`src/rtl/key_debounce.sv`:
```
// key_debounce: per-key 2-flop synchroniser and debounce FSM for active-low push-buttons.
// Auto-repeat pulses on key_repeat are built only when KEY_REPEAT_EN is defined.
module key_debounce #(
  parameter int unsigned KEY_W        = 4,
  parameter int unsigned DEB_CYCLES   = 1_000_000,
  parameter int unsigned REPEAT_DELAY = 25_000_000,
  parameter int unsigned REPEAT_RATE  = 5_000_000
) (
  input  logic             clk,
  input  logic             rst,
  input  logic [KEY_W-1:0] key,
  output logic [KEY_W-1:0] key_state,
  output logic [KEY_W-1:0] key_press,
  output logic [KEY_W-1:0] key_release,
  output logic [KEY_W-1:0] key_repeat
);

  localparam int unsigned MAX_DR  = (DEB_CYCLES > REPEAT_DELAY) ? DEB_CYCLES : REPEAT_DELAY;
  localparam int unsigned CNT_MAX = (MAX_DR > REPEAT_RATE) ? MAX_DR : REPEAT_RATE;
  localparam int unsigned CNT_W   = $clog2(CNT_MAX + 1);
  localparam logic [CNT_W-1:0] DEB_LAST = CNT_W'(DEB_CYCLES - 1);
  localparam logic [CNT_W-1:0] CNT_ONE  = CNT_W'(1);

  typedef enum logic [1:0] {IDLE, PFILT, DOWN, RFILT} state_e;

  logic [KEY_W-1:0] s1, s2, p;
  state_e           state_q [KEY_W];
  state_e           state_d [KEY_W];
  logic [CNT_W-1:0] cnt_q   [KEY_W];
  logic [CNT_W-1:0] cnt_d   [KEY_W];
  logic [KEY_W-1:0] press_d, release_d, level_d;

`ifdef KEY_REPEAT_EN
  localparam logic [CNT_W-1:0] DLY_LAST  = CNT_W'(REPEAT_DELAY - 1);
  localparam logic [CNT_W-1:0] RATE_LAST = CNT_W'(REPEAT_RATE - 1);
  localparam logic [CNT_W-1:0] CNT_TOP   = CNT_W'(CNT_MAX);
  logic [KEY_W-1:0] rep_seen_q, rep_seen_d, rep_hit;
`endif

  // Synchroniser resets to "released" so reset never looks like a press.
  always_ff @(posedge clk) begin
    if (rst) begin
      s1 <= '1;
      s2 <= '1;
    end else begin
      s1 <= key;
      s2 <= s1;
    end
  end

  assign p = ~s2;

  // State register.
  always_ff @(posedge clk) begin
    if (rst) begin
      for (int i = 0; i < KEY_W; i++) begin
        state_q[i] <= IDLE;
        cnt_q[i]   <= '0;
      end
    end else begin
      state_q <= state_d;
      cnt_q   <= cnt_d;
    end
  end

  // Next-state logic, one independent filter per key.
  always_comb begin
`ifdef KEY_REPEAT_EN
    rep_seen_d = rep_seen_q;
`endif
    for (int i = 0; i < KEY_W; i++) begin
      state_d[i] = state_q[i];
      cnt_d[i]   = cnt_q[i];
      case (state_q[i])
        IDLE: begin
          if (p[i]) begin
            state_d[i] = PFILT;
            cnt_d[i]   = CNT_ONE;
          end
        end
        PFILT: begin
          if (!p[i]) begin
            state_d[i] = IDLE;
            cnt_d[i]   = '0;
          end else if (cnt_q[i] == DEB_LAST) begin
            state_d[i] = DOWN;
            cnt_d[i]   = '0;
          end else begin
            cnt_d[i] = cnt_q[i] + CNT_ONE;
          end
        end
        DOWN: begin
          if (!p[i]) begin
            state_d[i] = RFILT;
            cnt_d[i]   = CNT_ONE;
`ifdef KEY_REPEAT_EN
            rep_seen_d[i] = 1'b0;
          end else if (rep_hit[i]) begin
            // After the first pulse the same counter times the repeat interval.
            cnt_d[i]      = '0;
            rep_seen_d[i] = 1'b1;
          end else if (cnt_q[i] != CNT_TOP) begin
            cnt_d[i] = cnt_q[i] + CNT_ONE;
`endif
          end
        end
        RFILT: begin
          if (p[i]) begin
            state_d[i] = DOWN;
            cnt_d[i]   = '0;
          end else if (cnt_q[i] == DEB_LAST) begin
            state_d[i] = IDLE;
            cnt_d[i]   = '0;
          end else begin
            cnt_d[i] = cnt_q[i] + CNT_ONE;
          end
        end
        default: begin
          state_d[i] = IDLE;
          cnt_d[i]   = '0;
        end
      endcase
    end
  end

  // Output decode from current state; registered below.
  always_comb begin
    press_d   = '0;
    release_d = '0;
    level_d   = '0;
`ifdef KEY_REPEAT_EN
    rep_hit   = '0;
`endif
    for (int i = 0; i < KEY_W; i++) begin
      press_d[i]   = (state_q[i] == PFILT) && p[i] && (cnt_q[i] == DEB_LAST);
      release_d[i] = (state_q[i] == RFILT) && !p[i] && (cnt_q[i] == DEB_LAST);
      level_d[i]   = press_d[i] ||
                     (((state_q[i] == DOWN) || (state_q[i] == RFILT)) && !release_d[i]);
`ifdef KEY_REPEAT_EN
      rep_hit[i]   = (state_q[i] == DOWN) && p[i] &&
                     (cnt_q[i] == (rep_seen_q[i] ? RATE_LAST : DLY_LAST));
`endif
    end
  end

  always_ff @(posedge clk) begin
    if (rst) begin
      key_state   <= '0;
      key_press   <= '0;
      key_release <= '0;
    end else begin
      key_state   <= level_d;
      key_press   <= press_d;
      key_release <= release_d;
    end
  end

`ifdef KEY_REPEAT_EN
  always_ff @(posedge clk) begin
    if (rst) begin
      rep_seen_q <= '0;
      key_repeat <= '0;
    end else begin
      rep_seen_q <= rep_seen_d;
      key_repeat <= rep_hit;
    end
  end
`else
  assign key_repeat = '0;
`endif

endmodule
```
`config.mk`:
```
export PLATFORM = sky130hd
export DESIGN_NAME = key_debounce
export DESIGN_NICKNAME = d
export VERILOG_FILES = /design/src/rtl/key_debounce.sv
export SDC_FILE = /design/constraint.sdc
export NUM_CORES = 1
export LEC_CHECK = 0
export CORE_MARGIN = 2
export CORE_UTILIZATION = 61
export DETAILED_ROUTE_END_ITERATION = 8
export PLACE_DENSITY_LB_ADDON = 0.3
export SYNTH_ARGS = -nofsm -noshare
export SYNTH_HDL_FRONTEND = slang
export SYNTH_SLANG_ARGS = --single-unit
```
`constraint.sdc`:
```
create_clock -name clk -period 2.1 [get_ports clk]
set_input_delay 0.315 -clock clk [delete_from_list [all_inputs] [get_ports clk]]
set_output_delay 0.315 -clock clk [all_outputs]
set_load 0.1 [all_outputs]
```
**Word-level counts from Yosys, hierarchy flattened**

Index checks and enable logic that the tools add are counted.

- Register bits: 128
- Latch bits: 0
- RAM bits: 0
- Memory bits (read-only): 0
- Input bits: 6
- Output and inout bits: 16
- Logic and storage cells: 150
- Memories: 0

- Add/subtract/negate cells: 4
- $mul: 0
- Divide/modulo/power cells: 0
- Magnitude comparators: 0
- Equal/unequal tests: 32
- Shift operators: 0
- Muxes and demuxes: 52
- Bitwise logic cells: 1
- Reductions and logical operators: 48

Operators by type and width:

| cell | number |
|---|---|
| 25-bit two-way mux | 20 |
| 25-bit one-hot mux with 4 select lines | 4 |
| 25-bit by 1-bit adder with 25-bit output (second input constant) | 4 |
| 25-bit by 20-bit equality test with 1-bit output (second input constant) | 4 |
| 2-bit two-way mux | 24 |
| 2-bit one-hot mux with 4 select lines | 4 |
| 1-bit logical AND | 20 |
| 2-bit equality test (second input constant) | 8 |
| 2-bit inequality test (second input constant) | 8 |
| 4-bit AND reduction | 4 |
| 3-bit inequality test (second input constant) | 5 |
| 3-bit by 2-bit inequality test with 1-bit output (second input constant) | 3 |
| 2-bit by 1-bit equality test with 1-bit output (second input constant) | 4 |
| 1-bit zero test | 8 |
| 2-bit zero test | 4 |
| 1-bit logical OR | 8 |
| 2-bit AND reduction | 4 |
| 4-bit NOT | 1 |

**Longest topological paths before layout**

Gate-level depths: netlist of run 1.

- Depth in word-level cells: 7
- Depth in mapped cells: 8
- Mapped depth without buffers: 6

**Worst setup path after synthesis of run 1**

No wires, ideal clock.

- Path type: reg-to-reg
- Start: register cnt_q[50] (netlist bit)
- End: register cnt_q[62] (netlist bit)
- Setup time: 0.117 ns
- Arrival time: 1.814 ns
- Data required time: 1.983 ns
- Setup slack: 0.170 ns
- Cell stages (with the launch flop): 7
- Path buffers: 0
- Period minus slack after synthesis: 1.930 ns
- Path through: dfxtp_1 -> ha_1 -> nand4_1 -> or3_4 -> or3_1 -> a21o_1 -> a22o_1

- Longest elaborated chain between the ends: 4
- Elaborated cells on any way between the ends: 6
- Classes of those cells: add/sub (1); eq/ne (1); mux (4)

RTL lines:

| item | RTL line | RTL |
|---|---|---|
| start: declaration | 29 | `logic [CNT_W-1:0] cnt_q [KEY_W];` |
| start signal: assignment | 62 | `cnt_q <= cnt_d;` |
| 25-bit by 1-bit adder with 25-bit output or 25-bit by 20-bit equality test with 1-bit output (tied branches) | - |  |
| 25-bit two-way mux * | 85, 111 |  |
| 25-bit two-way mux (on tied branches) | 108, 82 |  |
| 25-bit one-hot mux with 4 select lines * | 74 | `case (state_q[i])` |

Mark *: on every way between the ends. The rest lies on a longest branch, timed or not.
A chain may end at the register's enable or synchronous reset.

**Final worst setup path of run 1**

- Start: register cnt_q[86] (netlist bit)
- End: register cnt_q[98] (netlist bit)

The elaborated chain is that of the path after synthesis.

==> metrics.md, run 1 <==
| Metric | Value |
|---|---|
| Status | `finished, final reports clean` |
| Fin crit share | `0.983` |
| Endpoint class of the critical path | `flop` |
| Average wire per standard cell | `about 16 um` |
| Sequential element share of the synthesized area | `0.402` |
| Worst path max stage delay | `roughly 0.55 ns` |
| Antenna violations before repair | `0` |
| Slew margin rel. | `0.654` |
| Post-synth EDFFs | `0` |
| Hold slack final | `between 0.2 and 0.25 ns` |
| Worst r2r path cells | `7` |
| Row cnt | `37` |
| CP Max Fanout | `14` |
| Die span in y | `between 100 and 150 um` |
| Core Footprint | `roughly 10000 um^2` |
| Final Non-Filler Cells | `940` |
| #FFs+latches synth | `~130` |
| Synth area leaders | `dfxtp_1 (40%), a31oi_1 (5.2%), a21oi_1 (5.1%), nand2_1 (4.6%), nand3_1 (3.8%)` |
| DRT iter0 DRCs | `396` |
| Vias per cell | `roughly 6.4` |
| RSZ-0062 raised after global routing | `false` |
| CTS Sinks | `about 130` |
| TritonCTS buffer count | `17` |
| ANT nets after route | `0` |
| Clock buffer depth | `2` |
| Synth-to-layout area growth | `15.0%` |
| Worst EP arrival | `about 2.5 ns` |
| H-tree Lvls | `4` |
| Drt total wl | `roughly 15000 um` |
| CTS tree | `yes` |
| Footprint of the multi-input gates | `between 3000 and 4000 um^2` |
| Initial Util | `0.624` |
| Ant. Diodes | `0` |
| Largest family of logic cells by synthesized area | `simple AND/OR/NAND/NOR gates` |
| Most frequent cell after synthesis | `dfxtp_1` |
| Hold Path Depth | `2` |
| Max-cap viol count | `0` |
| Proportion of netlist area held by the largest area contributor | `0.402` |
| First-pass GRT wire length | `around 25000 um` |
| Dpl cells | `just over 900` |
| Compound-Gate Fraction of Synth Area | `0.210` |
| # hold bufs at CTS | `0` |
| Fin Clk Skew | `0.00758 ns` |
| CP required | `roughly 2.5 ns` |
| Simple-gate portion of the synthesized area | `0.289` |
| Yosys warns | `0` |
| Final design utilization | `0.717` |
| FF/Latch Area | `roughly 2600 um^2` |
| Ordered list of cells on the worst path | `or4_4 -> nor4_4 -> buf_4 -> a21oi_4 -> buf_4 -> a41oi_1 -> a31oi_1` |
| Post-Syn Area | `around 6400 um^2` |
| Mapped Avg Cell Area | `between 8 and 9 um^2` |
| Post-Synth XOR/XNOR Area | `0.0273` |
| Most used cell, CP | `buf_4` |
| Final #Nets | `801` |
| Vias after detailed routing | `approximately 6000` |
| Setup TNS | `0 ns` |
| Fillers | `772` |
| Worst-Skew Late Latency | `~0.53 ns` |
| GRT Overall Usage | `0.278` |
| P per Cell Area | `~730 nW/um^2` |
| Netlist cell types | `67` |
| Die area | `about 11000 um^2` |
| Final max-slew violation count | `0` |
| Post-synthesis adder-cell area fraction | `0.00784` |
| Tmin final | `slightly above 2 ns` |
| Startpoint types | `flop` |
| Die width | `~110 um` |
| Worst IR drop on VDD | `approximately 0.00063 V` |
| GRT overflow | `0` |
| Mux cell area share after synthesis | `0.0157` |
| Area leader, netlist | `dfxtp_1` |
| Least-Margin Pin Slew | `approximately 0.5 ns` |
| Drt drc | `0` |
| Router iterations before antenna repair | `5` |
| Ys async rst share | `0` |
| Final Wtd Congestion | `between 0.8 and 0.9` |
| Type of the worst min-delay path | `input pin to flop` |
| Vias in the first global route | `approximately 5700` |
| Largest net degree at the start of global routing | `31` |
| Most frequent cells after synthesis | `dfxtp_1 (128), nand2_1 (78), a21oi_1 (65), a31oi_1 (53), nand3_1 (49)` |
| Leakage power | `between 0.002 and 0.003 uW` |
| Boundary Pins | `22` |
| Peak Freq | `0.485 GHz` |
| Ys flop type | `dfxtp_1` |
| Port bufs | `17` |
| Fraction of layout cells with a size suffix above 1 | `0.143` |
| Final Hold Fails | `0` |
| Setup CP Type | `flop to flop` |
| Synth Instances | `766` |
| Worst path slowest cell | `or4_4` |
| Clock transition at the registers of the reported paths | `around 0.060 ns` |
| DP HPWL | `~9900 um` |
| CTS Root Cell | `clkbuf_8` |
| Final-report setup violation count | `0` |
[worst paths after layout]
kind / startpoint / end / slack [ns]
max: cnt_q[86] / cnt_q[98] / 0.04
min: rst / flop / 0.23
max reg2reg: cnt_q[86] / cnt_q[98] / 0.04
min reg2reg: s1[0] / s2[0] / 0.42
[sequential cells by signal, summed over array words and instances, names as in the netlist, named ones only]
register / cells
s2: 4
s1: 4
cnt_q: 100
key_press: 4
key_state: 4
key_release: 4
state_q: 4
[critical path, delay by kind of cell (launching register included)]
kind	cells	cell delay (ns)
AO/OA/AOI/OAI	3	0.35
flip-flops	1	0.36
AND/OR/NAND/NOR	2	0.81
buffers and inverters	2	0.39
[placed cells by master (no fill, tap or decap), types with 18 or more instances in the layout]
cell     Yosys  routed
o21ai_0     24      24
nor2_1      41      41
buf_4        6      42
a21oi_1     65      65
nand4_1     27      27
a31oi_1     53      52
inv_1       20      20
nand2_1     78      78
nand3_1     49      48
dfxtp_1    128     124
nor3_1      18      18
[layer usage]
metal,wire (um),vias up,track usage
li1,-,2918,-
met1,6450,2809,0.342
met2,7450,220,0.451
met3,880,39,0.0693
met4,397,0,0.145
met5,0,-,0
[metrics by stage]
stage / total power [uW] / setup slack, ns / area [um^2]
4_1_cts: 5400 / 0.0407 / 7280
3_5_place_dp: 2710 / 0.0411 / 6730
6_report: 5370 / 0.0363 / 7340
5_1_grt: 5550 / 0.00448 / 7340
3_3_place_gp: 2710 / 0.116 / 6730
2_1_floorplan: 2670 / 0.170 / 6390
[logic make-up after synthesis]
logic type | count (synthesis)
other | 1
muxes | 10
xor gates and xnor gates | 19
and+or+nand+nor | 328
buffers and inverters | 67
adders and majority gates | 4
DFF | 128
AOI/OAI and AO/OA | 209
[final cells by class]
cell class,instances,area share
multi-input combinational,574,0.487
sequential,128,0.350
clock buffer,26,0.0665
timing repair buffer,50,0.0561
tap,136,0.0232
inverter,20,0.0102
clock inverter,6,0.00750
[timing repair]
| item | CTS | global route |
|---|---|---|
| setup buffers | 0 | 2 |
| setup endpoints to repair | 0 | 37 |
| resized for setup | 0 | 14 |
[where the power goes]
| group | internal, uW | total, uW | leakage [uW] | switching (uW) |
|---|---|---|---|---|
| Sequential | 2450 | 2470 | 0.00104 | 22.1 |
| Clock | 1690 | 2710 | 0.000273 | 1020 |
| Combinational | 62.8 | 196 | 0.00125 | 134 |
Note: power is estimated with default switching activity, not from simulation.
==> inputs of run 2 (changes only) <==
--- a/config.mk
+++ b/config.mk
@@ -8,7 +8,9 @@
 export CORE_MARGIN = 2
 export CORE_UTILIZATION = 61
 export DETAILED_ROUTE_END_ITERATION = 8
-export PLACE_DENSITY_LB_ADDON = 0.3
+export HOLD_SLACK_MARGIN = 0.05
+export MAX_ROUTING_LAYER = met4
+export PLACE_DENSITY = 0.86
 export SYNTH_ARGS = -nofsm -noshare
 export SYNTH_HDL_FRONTEND = slang
 export SYNTH_SLANG_ARGS = --single-unit
==> run 2 against run 1 <==
  * Register-to-register slack improved by 0.05 ns
  * Worst hold slack better by 0.066 ns
  * Clock power rose by 17%
  * Sequential cell count is the same
  * Largest cell class unchanged
  * Power up 8.9%
  * Via count is 0.70% higher
==> metrics.md, run 2 (synthesized netlist as in run 1, its figures left out) <==
| Metric | Value |
|---|---|
| Setup CP Type | `flop to flop` |
| P per Cell Area | `785 nW/um^2 (+7.2%)` |
| CTS Root Cell | `clkbuf_8` |
| Final Wtd Congestion | `0.891 (+0.45%)` |
| Tmin final | `2.01 ns (-0.0523 ns)` |
| Largest register FFs | `100 (unchanged)` |
| Leakage power | `0.00258 uW (+1.1%)` |
| DRT iter0 DRCs | `511 (+29%)` |
| Ordered list of cells on the worst path | `ha_4 -> nand4_1 -> or3_4 -> or3_1 -> a21o_1 -> a22o_1` |
| Reg2reg end | `cnt_q[62]` |
| Slew margin rel. | `0.321 (-0.333)` |
| H-tree Lvls | `4 (unchanged)` |
| Hold Path Depth | `3 (+1)` |
| Worst path max stage delay | `0.43 ns (-0.12 ns)` |
| Drt total wl | `15300 um (+0.73%)` |
| Vias after detailed routing | `6028 (+0.70%)` |
| Die span in y | `106 um (unchanged)` |
| GRT Overall Usage | `0.292 (+0.0132)` |
| Type of the worst min-delay path | `input pin to flop` |
| Ant. Diodes | `0 (unchanged)` |
| Row cnt | `37 (unchanged)` |
| CP Max Fanout | `5 (-9)` |
| # hold bufs at CTS | `0 (unchanged)` |
| Worst-Skew Late Latency | `0.54 ns (about the same)` |
| Sequential power share | `0.423 (-0.037)` |
| Combinational share of power | `0.035 (-0.002)` |
| Largest Register | `cnt_q` |
| Largest net degree at the start of global routing | `40 (+29%)` |
| Fraction of layout cells with a size suffix above 1 | `0.146 (+0.00337)` |
| Top cell family by delay on the critical path | `simple AND/OR/NAND/NOR gates` |
| R2r startpoint | `cnt_q[51]` |
| Synth-to-layout area growth | `16.8%` |
| Final Hold Fails | `0 (unchanged)` |
| TritonCTS buffer count | `17 (unchanged)` |
| Tot Pwr | `5850 uW (+8.9%)` |
| Switch share | `0.214 (-0.00478)` |
| Fillers | `736 (-4.7%)` |
| Port bufs | `17 (unchanged)` |
| Hold Path Sink | `cnt_q[26]` |
| Status | `finished, final reports clean` |
| DP HPWL | `9980 um (+0.59%)` |
| Most frequent cells in the layout | `dfxtp_1 (125), nand2_1 (78), a21oi_1 (65), a31oi_1 (52), nand3_1 (47)` |
| Net Switching | `1250 uW (+6.5%)` |
| Peak Freq | `0.497 GHz (+2.6%)` |
| Least-Margin Pin Slew | `1.01 ns (+0.496 ns)` |
| Internal Power | `4600 uW (+9.5%)` |
| Clock buffer depth | `2 (unchanged)` |
| Worst EP arrival | `2.44 ns (about the same)` |
| Average wire per standard cell | `16.2 um (+0.52%)` |
| Router iterations before antenna repair | `8 (+3)` |
| Worst r2r path cells | `6 (-1)` |
| CTS tree | `yes` |
| Buf/Inv on CP | `0 (-2)` |
| Endpoint class of the critical path | `flop` |
| Worst setup margin | `0.0887 ns (+0.0523 ns)` |
| Pre-CTS setup slack | `0.0327 ns (-0.00845 ns)` |
| Worst R2R Setup Slack | `0.09 ns (+0.05 ns)` |
| Fin crit share | `0.958 (-0.0249)` |
| Final #Nets | `803 (+0.25%)` |
| Final max-slew violation count | `0 (unchanged)` |
| Vias per cell | `6.40 (+0.49%)` |
| Startpoint types | `flop` |
| Commonest non-fill, non-tap cell in the layout | `dfxtp_1` |
| Final-report setup violation count | `0 (unchanged)` |
| Worst path slowest cell | `or3_4` |
| Clock transition at the registers of the reported paths | `0.06 ns (about the same)` |
| ANT nets after route | `0 (unchanged)` |
| Initial Util | `0.624 (unchanged)` |
| First-pass GRT wire length | `25900 um (+2.0%)` |
| GRT overflow | `0 (unchanged)` |
| Clock power frac | `0.542 (+0.038)` |
| Fin Clk Skew | `0.00635 ns (-0.00123 ns)` |
| Core Footprint | `10200 um^2 (unchanged)` |
| Die area | `11300 um^2 (unchanged)` |
| Worst IR drop on VDD | `0.000865 V (+38%)` |
| Boundary Pins | `22 (unchanged)` |
| Vias in the first global route | `5703 (+0.78%)` |
| Hold Crit Start | `rst` |
| Drt drc | `0 (unchanged)` |
| Die width | `106 um (unchanged)` |
| Max-cap viol count | `0 (unchanged)` |
| CP required | `2.53 ns (+0.04 ns)` |
| Antenna violations before repair | `0 (unchanged)` |
| CTS Sinks | `128 (unchanged)` |
==> run 2: timing repair <==
| action | in CTS | in global routing |
|---|---|---|
| endpoints found under the setup margin | 1 | 48 |
| gates resized for setup | 0 | 11 |
| pin swaps | 1 | 2 |
| setup buffers | 0 | 3 |
==> run 2: power groups by stage <==
stage | Sequential [uW] | Combinational [uW] | Clock [uW]
after floorplan | 2510 | 154 | 0
after global placement | 2520 | 192 | 0
after detailed placement | 2520 | 197 | 0
after CTS | 2470 | 200 | 3210
after global routing | 2470 | 223 | 3320
final | 2470 | 205 | 3170
==> run 2: worst max path at each step <==
| stage | startpoint | end | slack [ns] | cells after the start |
|---|---|---|---|---|
| 2_1_floorplan | cnt_q[50] | cnt_q[62] | 0.17 | 6 |
| 3_3_place_gp | cnt_q[50] | cnt_q[62] | 0.11 | 6 |
| 3_5_place_dp | cnt_q[50] | cnt_q[62] | 0.03 | 6 |
| 4_1_cts | cnt_q[85] | key_state[0] | 0.002 | 5 |
| 5_1_grt | cnt_q[56] | cnt_q[62] | -0.03 | 5 |
| 6_report | cnt_q[51] | cnt_q[62] | 0.09 | 6 |
==> run 2: stage by stage <==
stage / utilization / instance area (um^2) / setup TNS (ns) / instances / hold slack (ns)
after floorplan: - / 6390 / 0 / 769 / 0.389
after global placement: 0.659 / 6740 / 0 / 907 / 0.392
after detailed placement: 0.659 / 6740 / 0 / 907 / 0.393
after CTS: 0.722 / 7380 / 0 / 939 / 0.267
after global routing: 0.729 / 7450 / -0.0295 / 942 / 0.323
final: 0.729 / 7450 / 0 / 942 / 0.291
==> run 2: per-layer routing <==
| metal | vias to the layer above | global-route usage | part of all wire |
|---|---|---|---|
| li1 | 2928 | - | - |
| met1 | 2823 | 0.351 | 0.43 |
| met2 | 236 | 0.467 | 0.48 |
| met3 | 41 | 0.0723 | 0.062 |
| met4 | 0 | 0.125 | 0.024 |
| met5 | - | - | 0 |
==> run 2: tightest hold or removal path, stage by stage <==
cell    delay [ns]
buf_2         0.18
buf_4         0.20
nor2_1        0.10
==> run 2: cell type report <==
| cell class | count | area, um^2 | share of cell area |
|---|---|---|---|
| inverter | 20 | 75.1 | 0.0101 |
| multi-input combinational | 574 | 3570 | 0.480 |
| tap | 136 | 170 | 0.0228 |
| clock buffer | 19 | 432 | 0.0579 |
| timing repair buffer | 52 | 427 | 0.0572 |
| clock inverter | 13 | 210 | 0.0282 |
| sequential | 128 | 2570 | 0.344 |
